### src/rtl/irq_ctrl_pkg.sv
// rtl/irq_ctrl_pkg.sv - shared register map, FSM encodings and helpers for irq_ctrl
package irq_ctrl_pkg;

  // Register offsets from BASE
  localparam logic [1:0] REG_PEND = 2'd0;
  localparam logic [1:0] REG_MASK = 2'd1;
  localparam logic [1:0] REG_VEC  = 2'd2;
  localparam logic [1:0] REG_EOI  = 2'd3;

  // Dispatch FSM encodings
  localparam logic [1:0] ST_IDLE   = 2'd0;
  localparam logic [1:0] ST_INSERV = 2'd1;
  localparam logic [1:0] ST_HOLD   = 2'd2;

  // VEC value when no source is in service
  localparam logic [7:0] VEC_NONE = 8'hFF;

  // Priority encoder result
  typedef struct packed {
    logic       valid;
    logic [2:0] idx;
  } prio_t;

  // Mask with the low n bits set; unimplemented source bits stay zero
  function automatic logic [7:0] src_bits(input int n);
    logic [7:0] m;
    m = '0;
    for (int i = 0; i < 8; i++) begin
      if (i < n) m[i] = 1'b1;
    end
    return m;
  endfunction

endpackage

### src/rtl/irq_ctrl_if.sv
// rtl/irq_ctrl_if.sv - CPU byte bus between the processor and irq_ctrl
interface irq_ctrl_if;
  logic [15:0] addr;
  logic [7:0]  wdata;
  logic        wren;
  logic        sel;
  logic [7:0]  rdata;

  modport master (output addr, output wdata, output wren, input sel, input rdata);
  modport slave  (input addr, input wdata, input wren, output sel, output rdata);
endinterface

### src/rtl/irq_prio_enc.sv
// rtl/irq_prio_enc.sv - fixed priority encoder, lowest set index wins
module irq_prio_enc
  import irq_ctrl_pkg::*;
#(
  parameter int NSRC = 8
) (
  input  logic [NSRC-1:0] req,
  output prio_t           res
);

  // Scan from the top down so the lowest set bit is the last assignment
  always_comb begin
    res = '0;
    for (int i = NSRC - 1; i >= 0; i--) begin
      if (req[i]) begin
        res.valid = 1'b1;
        res.idx   = 3'(i);
      end
    end
  end

endmodule

### src/rtl/irq_ctrl.sv
// rtl/irq_ctrl.sv - edge-latched interrupt controller with toggle IRQ output
module irq_ctrl
  import irq_ctrl_pkg::*;
#(
  parameter int          NSRC = 8,
  parameter logic [15:0] BASE = 16'hFF00
) (
  input  logic            clk,
  input  logic            rst_n,
  input  logic [NSRC-1:0] i_src,
  irq_ctrl_if.slave       bus,
  output logic            o_irq
);

  localparam logic [7:0] SRC_MASK = src_bits(NSRC);

  logic [7:0]  src_q, src_d;
  logic [7:0]  pend_q, pend_d;
  logic [7:0]  mask_q, mask_d;
  logic [7:0]  vec_q, vec_d;
  logic [1:0]  state_q, state_d;
  logic        irq_q, irq_d;

  logic [7:0]  src_ext;
  logic [7:0]  rise;
  logic [7:0]  req;
  logic [7:0]  dispatch_clr;
  logic [7:0]  w1c;
  logic [15:0] off;
  logic        wr_pend, wr_mask, wr_eoi;
  prio_t       pick;

  // Widen the source lines to the 8-bit register width
  always_comb begin
    src_ext = '0;
    for (int i = 0; i < NSRC; i++) src_ext[i] = i_src[i];
  end

  // Address decode and combinational read mux
  always_comb begin
    off       = bus.addr - BASE;
    bus.sel   = (off[15:2] == 14'd0);
    wr_pend   = bus.wren && bus.sel && (off[1:0] == REG_PEND);
    wr_mask   = bus.wren && bus.sel && (off[1:0] == REG_MASK);
    wr_eoi    = bus.wren && bus.sel && (off[1:0] == REG_EOI);
    case (off[1:0])
      REG_PEND: bus.rdata = pend_q;
      REG_MASK: bus.rdata = mask_q;
      REG_VEC:  bus.rdata = vec_q;
      default:  bus.rdata = 8'h00;
    endcase
  end

  assign req = pend_q & mask_q;

  irq_prio_enc #(.NSRC(NSRC)) u_prio_enc (
    .req (req[NSRC-1:0]),
    .res (pick)
  );

  // Next-state logic: edge detect, register writes and dispatch FSM
  always_comb begin
    src_d        = src_ext;
    mask_d       = mask_q;
    vec_d        = vec_q;
    state_d      = state_q;
    irq_d        = irq_q;
    dispatch_clr = '0;
    rise         = src_ext & ~src_q;
    w1c          = wr_pend ? bus.wdata : 8'h00;

    if (wr_mask) mask_d = bus.wdata & SRC_MASK;

    case (state_q)
      ST_IDLE: begin
        if (pick.valid) begin
          dispatch_clr[pick.idx] = 1'b1;
          vec_d   = {5'b0, pick.idx};
          irq_d   = ~irq_q;
          state_d = ST_INSERV;
        end
      end
      ST_INSERV: begin
        if (wr_eoi) state_d = ST_HOLD;
      end
      ST_HOLD: begin
        vec_d   = VEC_NONE;
        state_d = ST_IDLE;
      end
      default: begin
        vec_d   = VEC_NONE;
        state_d = ST_IDLE;
      end
    endcase

    // New edges are ORed in last so they survive a same-cycle clear
    pend_d = ((pend_q & ~w1c & ~dispatch_clr) | rise) & SRC_MASK;
  end

  // State registers with asynchronous reset
  always_ff @(posedge clk or negedge rst_n) begin
    if (!rst_n) begin
      src_q   <= '0;
      pend_q  <= '0;
      mask_q  <= '0;
      vec_q   <= VEC_NONE;
      state_q <= ST_IDLE;
      irq_q   <= 1'b0;
    end else begin
      src_q   <= src_d;
      pend_q  <= pend_d;
      mask_q  <= mask_d;
      vec_q   <= vec_d;
      state_q <= state_d;
      irq_q   <= irq_d;
    end
  end

  assign o_irq = irq_q;

endmodule

### src/flat_wrapper.sv
// flat-port wrapper written by rule: the top's interface ports become plain ports
module irq_ctrl_flat import irq_ctrl_pkg::*;
#(
  parameter int          NSRC = 8,
  parameter logic [15:0] BASE = 16'hFF00
)
  (clk, rst_n, i_src, o_irq, bus_addr, bus_wdata, bus_wren, bus_sel, bus_rdata);
  irq_ctrl_if bus_i ();
  input  logic clk;
  input  logic rst_n;
  input  logic [NSRC-1:0] i_src;
  output logic o_irq;
  input wire logic [$bits(bus_i.addr)-1:0] bus_addr;
  input wire logic [$bits(bus_i.wdata)-1:0] bus_wdata;
  input wire logic [$bits(bus_i.wren)-1:0] bus_wren;
  output wire logic [$bits(bus_i.sel)-1:0] bus_sel;
  output wire logic [$bits(bus_i.rdata)-1:0] bus_rdata;
  assign bus_i.addr = bus_addr;
  assign bus_i.wdata = bus_wdata;
  assign bus_i.wren = bus_wren;
  assign bus_sel = bus_i.sel;
  assign bus_rdata = bus_i.rdata;
  irq_ctrl #(.NSRC(NSRC), .BASE(BASE)) u_core (.clk(clk), .rst_n(rst_n), .i_src(i_src), .bus(bus_i), .o_irq(o_irq));
endmodule
### config.mk
export PLATFORM = sky130hd
export DESIGN_NAME = irq_ctrl_flat
export DESIGN_NICKNAME = d
export VERILOG_FILES = /design/src/rtl/irq_ctrl_pkg.sv /design/src/rtl/irq_ctrl_if.sv /design/src/rtl/irq_prio_enc.sv /design/src/rtl/irq_ctrl.sv /design/src/flat_wrapper.sv
export SDC_FILE = /design/constraint.sdc
export NUM_CORES = 1
export LEC_CHECK = 0
export CAP_MARGIN = 40
export CORE_ASPECT_RATIO = 0.9
export CORE_MARGIN = 8
export CORE_UTILIZATION = 46
export DETAILED_ROUTE_END_ITERATION = 10
export PLACE_DENSITY = 0.87
export SLEW_MARGIN = 25
export SYNTH_ARGS = -nofsm -noshare
export SYNTH_HDL_FRONTEND = slang
export SYNTH_SLANG_ARGS = --single-unit
### constraint.sdc
create_clock -name clk -period 3.2 [get_ports clk]
set_clock_uncertainty 0.2 [all_clocks]
set_input_delay 0.96 -clock clk [delete_from_list [all_inputs] [get_ports clk]]
set_output_delay 0.96 -clock clk [all_outputs]
set_load 0.01 [all_outputs]
# Yosys cells after proc, flatten, opt, wreduce, memory -nomap -nowiden

Cells that the tools add are included.
Widths: inputs -> output; s select.

Add/sub/neg operators: 1
Eq/ne operators: 6
Mux-type cells: 19
Bitwise logic cells: 10
$lt $le $gt $ge: 2
Reduce and logical (&&, ||, !) cells: 11

Operator list:

| operator               | count |
|---|---|
| $and 8x8->8            | 4 |
| $mux 4                 | 8 |
| $mux 8                 | 4 |
| $not 8->8              | 3 |
| $pmux 8 s3             | 1 |
| $pmux 8 s2             | 1 |
| $sub 16x16->16 const B | 1 |
| $logic_not 14->1       | 1 |
| $or 8x8->8             | 1 |
| $reduce_and 2->1       | 3 |
| $logic_and 1x1->1      | 5 |
| $eq 2x1->1 const B     | 2 |
| $eq 2x2->1 const B     | 2 |
| $logic_not 2->1        | 2 |
| $lt 3x4->1 const B     | 1 |
| $mux 2                 | 2 |
| $ne 2x1->1 const B     | 2 |
| $pmux 2 s2             | 1 |
| $demux 1 s3            | 1 |
| $ge 3x1->1 const B     | 1 |
| $not 1->1              | 2 |
| $mux 1                 | 1 |

Output and inout bits: 10
Bits of input ports: 35
Bits in registers: 35
Logic and storage cells: 55

# Depth between registers and ports, before layout

Word-level depth: 18
Depth in mapped cells: 6
Mapped depth without buffers: 5

# By module

Synthesis repeated with hierarchy kept, for this count alone.

Cell total of the unflattened synthesis: 149
Area, all modules: 1,597.8 um^2

Modules (own cells, without submodules):

| module       | area each (um^2) | instances | sequential area each (um^2) | cells each |
|---|---|---|---|---|
| irq_ctrl     | 1,515.2          | 1         | 780.7                       | 135 |
| irq_prio_enc | 82.6             | 1         | 0.0                         | 14 |

# Least setup slack after synthesis

OpenSTA, ideal clock, no wires.

Path type: input -> output
Start: input port bus_addr[3]
End: output port bus_sel
Arrival time: 1.871 ns
Setup slack: 0.169 ns
Required time: 2.040 ns
Buffers on the path: 0
Stages on the path: 2
Path through: or4_4 -> nor4_4

Cells in the longest elaborated chain, start to end: 2

RTL lines:

| element          | RTL line           | RTL |
|---|---|---|
| from (decl)      | flat_wrapper.sv:13 | `input wire logic [$bits(bus_i.addr)-1:0] bus_addr;` |
| $sub 16x16->16   | irq_ctrl.sv:41     | `off = bus.addr - BASE;` |
| $logic_not 14->1 | irq_ctrl.sv:42     | `bus.sel = (off[15:2] == 14'd0);` |
| to (decl)        | flat_wrapper.sv:16 | `output wire logic [$bits(bus_i.sel)-1:0] bus_sel;` |

No other way between the ends.

# Final worst setup path

Start: input port bus_addr[4]
End: output port bus_sel

The elaborated chain is that of the path after synthesis.

==> flow_summary.toml <==
[status]
status = "complete, but fails checks"
violations = "negative setup slack"

[worst_hold_path]
hold_end = "u_core.pend_q[7]"
min_path_cells = 1
min_from = "u_core.src_q[7]"
hold_path.class = "reg -> reg"

[synth]
synthArstFlopShare_pct = 100
yosysTopAreaCellShare_pct = 44.3
ys_top_cells_by_count = "27 x dfrtp_1, 19 x nand2_1, 11 x o21ai_0"
synth_nets = 177
seq_area_frac_synth_pct = 51.2
avgSynthCellArea_um2 = 10.7
synth_edf_count = 0
ys_types = 36
syn-instance-count = 142
synth_top_area_cell = "dfrtp_1"
synth_area_leaders = "dfrtp_1 44%, dfstp_2 6.9%, mux2i_1 5.9%"
synth.most_common_cell = "dfrtp_1"
ys.flop_type = "dfrtp_1"
syn_area_um2 = 1530
ys_warn_count = 0
yosys_register_bits = 31

[critical_path]
cp_num_buf_inv = 2
crit_required_ns = 2.04
rrSetupSlack_ns = 1.09
critPathSlowestCell = "or4_4"
cp-start-kind = "input port"
path_class = "in -> out"
critPathCaptureType = "output port"
crit_path_max_fanout = 2
r2r_cells = 5
reg2reg_from = "u_core.pend_q[0]"
r2r_end = "u_core.pend_q[3]"
cpPeakStageDelay_ns = 0.53
crit_path_cell_trace = "buf_6 > or4_4 > nor4_4 > buf_2"
worstPathArrival_ns = 2.04
crit_family = "simple AND/OR/NAND/NOR gates"

[place]
dpl.cell_count = 233
io_buffers = 44
gp_congestion = 0.924
post-dp-hpwl_um = 3240

[sta]
post-route-period-util_pct = 100
drv_slew = 0
fin_ws_ns = -0.0000671
setup_viol = 1
hold_violations = 0
max_slew.worst_pin.slew_ns = 0.497
whs_ns = 0.241
finalWorstPathRequiredPeriod_ns = 3.20
max_clock_freq_ghz = 0.312
rsz0062_at_grt = "true"
slew-limit-headroom_pct = 66.6

[cells_and_area]
final_nets = 235
n_antenna_cell = 0
register_area_um2 = 781
syn2layout_area_growth_pct = 44.7
fill_cells = 243
final-instance-count-excl-fill = 245
drive_gt1_share_pct = 25.4
multi_input_area_um2 = 727

[power]
fin_total_pwr_mw = 0.817
swShare_pct = 22.7
comb_power_share_pct = 12.1
pwr_density_cell_nw_per_um2 = 370
switching_power_mw = 0.185
internal-power_mw = 0.632
seqPwrFrac_pct = 49.5
pwr-share-clk_pct = 38.3
p_leak_nw = 0.991
ir_worst_vdd_mv = 0.222

[drt]
wirelength_um = 4280
first_iter_violations = 97
first_pass_iters = 4
avgViaCountPerCell = 5.61
drc_errors = 0
ant_nets = 0
wire_per_inst_um = 17.5
vias = 1375

[die]
initial_core_util_pct = 46.5
std_cell_rows = 20
die_area_um2 = 5420
ios = 45
core_area_um2 = 3280
die_y_um = 70.6
die_x_um = 76.7

[global_routing]
busiest_layer = "met2"
grt_max_degree = 32
grt_pass1_wl_um = 6820
grtUsageTotal_pct = 15.6
met3_usage_pct = 4.43
antenna_found_initial = 0
first_global_vias = 1462
gr-usage-met2_pct = 27.0
grt.met1_usage_pct = 16.0
grt_overflow = 0

[clock_network]
cts_buffers = 5
clkTransAtPathRegs_ns = 0.06
clock-sinks = 31
cts-root-buf = "clkbuf_8"
clk_latency_ns = 0.29
clk_path_buf_depth = 2
cts_max_level = 2
cts_tree = "yes"

[job]
cap_viol_max_count = 0
## power by group through the flow
stage	Sequential (mW)	Combinational, mW	Clock (mW)
2_1_floorplan	0.410	0.0255	0
3_3_place_gp	0.411	0.0971	0
3_5_place_dp	0.412	0.101	0
4_1_cts	0.405	0.0974	0.319
5_1_grt	0.405	0.106	0.336
6_report	0.405	0.0992	0.313
## flip-flops by register name, summed over array words and instances, names as in the netlist
signal	flops
u_core.pend_q	8
u_core.mask_q	8
u_core.src_q	8
u_core.o_irq	1
u_core.state_q	2
u_core.vec_q	4
## worst max path at each step
stage / cells after the start / start / to
after floorplan: 2 / bus_addr[3] / bus_sel
after CTS: 4 / bus_addr[7] / bus_sel
after global routing: 4 / bus_addr[4] / bus_sel
after detailed placement: 4 / bus_addr[3] / bus_sel
after global placement: 4 / bus_addr[3] / bus_sel
final: 4 / bus_addr[4] / bus_sel
## routing by layer
metal	wire length, µm	vias to the layer above	part of all wire, %
met3	338	9	7.9
met5	0	-	0
li1	-	638	-
met2	2240	69	52
met4	126	0	2.9
met1	1570	659	37
## placed cells by master (no fill, tap or decap), drive strengths merged, types with 2 or more instances in the layout
| master | synthesis | final |
|---|---|---|
| nand4 | 4 | 4 |
| mux2i | 9 | 9 |
| o21ai | 11 | 11 |
| a21oi | 2 | 2 |
| dfrtp | 27 | 27 |
| o22ai | 3 | 3 |
| nor2 | 6 | 6 |
| a22o | 3 | 3 |
| clkdlybuf4s50 | 0 | 29 |
| nand4b | 3 | 3 |
| mux2 | 8 | 8 |
| or3 | 2 | 2 |
| inv | 9 | 9 |
| clkbuf | 3 | 9 |
| nand3 | 2 | 2 |
| buf | 2 | 17 |
| a32o | 6 | 6 |
| clkdlybuf4s15 | 0 | 7 |
| dfstp | 4 | 4 |
| nand2 | 19 | 19 |
| a22oi | 2 | 2 |
| and2 | 3 | 3 |
## layout make-up
class / instances / area share, %
tap: 44 / 2.49
timing repair buffer: 56 / 23.5
clock inverter: 1 / 0.227
inverter: 9 / 1.53
multi-input combinational: 97 / 32.9
sequential: 31 / 35.4
clock buffer: 7 / 3.91
## timing repair
action / in CTS / in global routing
pin swaps: 2 / 2
gates resized for setup: 42 / 12
setup endpoints to repair: 9 / 8
buffers inserted: 4 / 0
hold buffers: 0 / 0
## metrics by stage
| stage | area (µm²) | setup slack [ns] | util, % | TNS [ns] |
|---|---|---|---|---|
| after global placement | 2070 | -0.701 | 63.2 | -5.21 |
| after global routing | 2210 | -0.0452 | 67.3 | -0.0470 |
| after floorplan | 1530 | 0.169 | - | 0 |
| after CTS | 2180 | 0.000441 | 66.6 | 0 |
| final | 2210 | -0.0000671 | 67.3 | -0.0000671 |
| after detailed placement | 2070 | -0.762 | 63.2 | -6.68 |
## kinds of logic (layout without fill, tap and decap cells)
logic type	after synthesis	count (layout)	share of synthesized area, %
buffers and inverters	14	73	3.69
XOR/XNOR	1	1	0.574
flip-flops	31	31	51.2
multiplexers	17	17	11.8
AND/OR/NAND/NOR	45	45	16.7
AO/OA/AOI/OAI	34	34	16.0
Note: power is estimated with default switching activity, not from simulation.
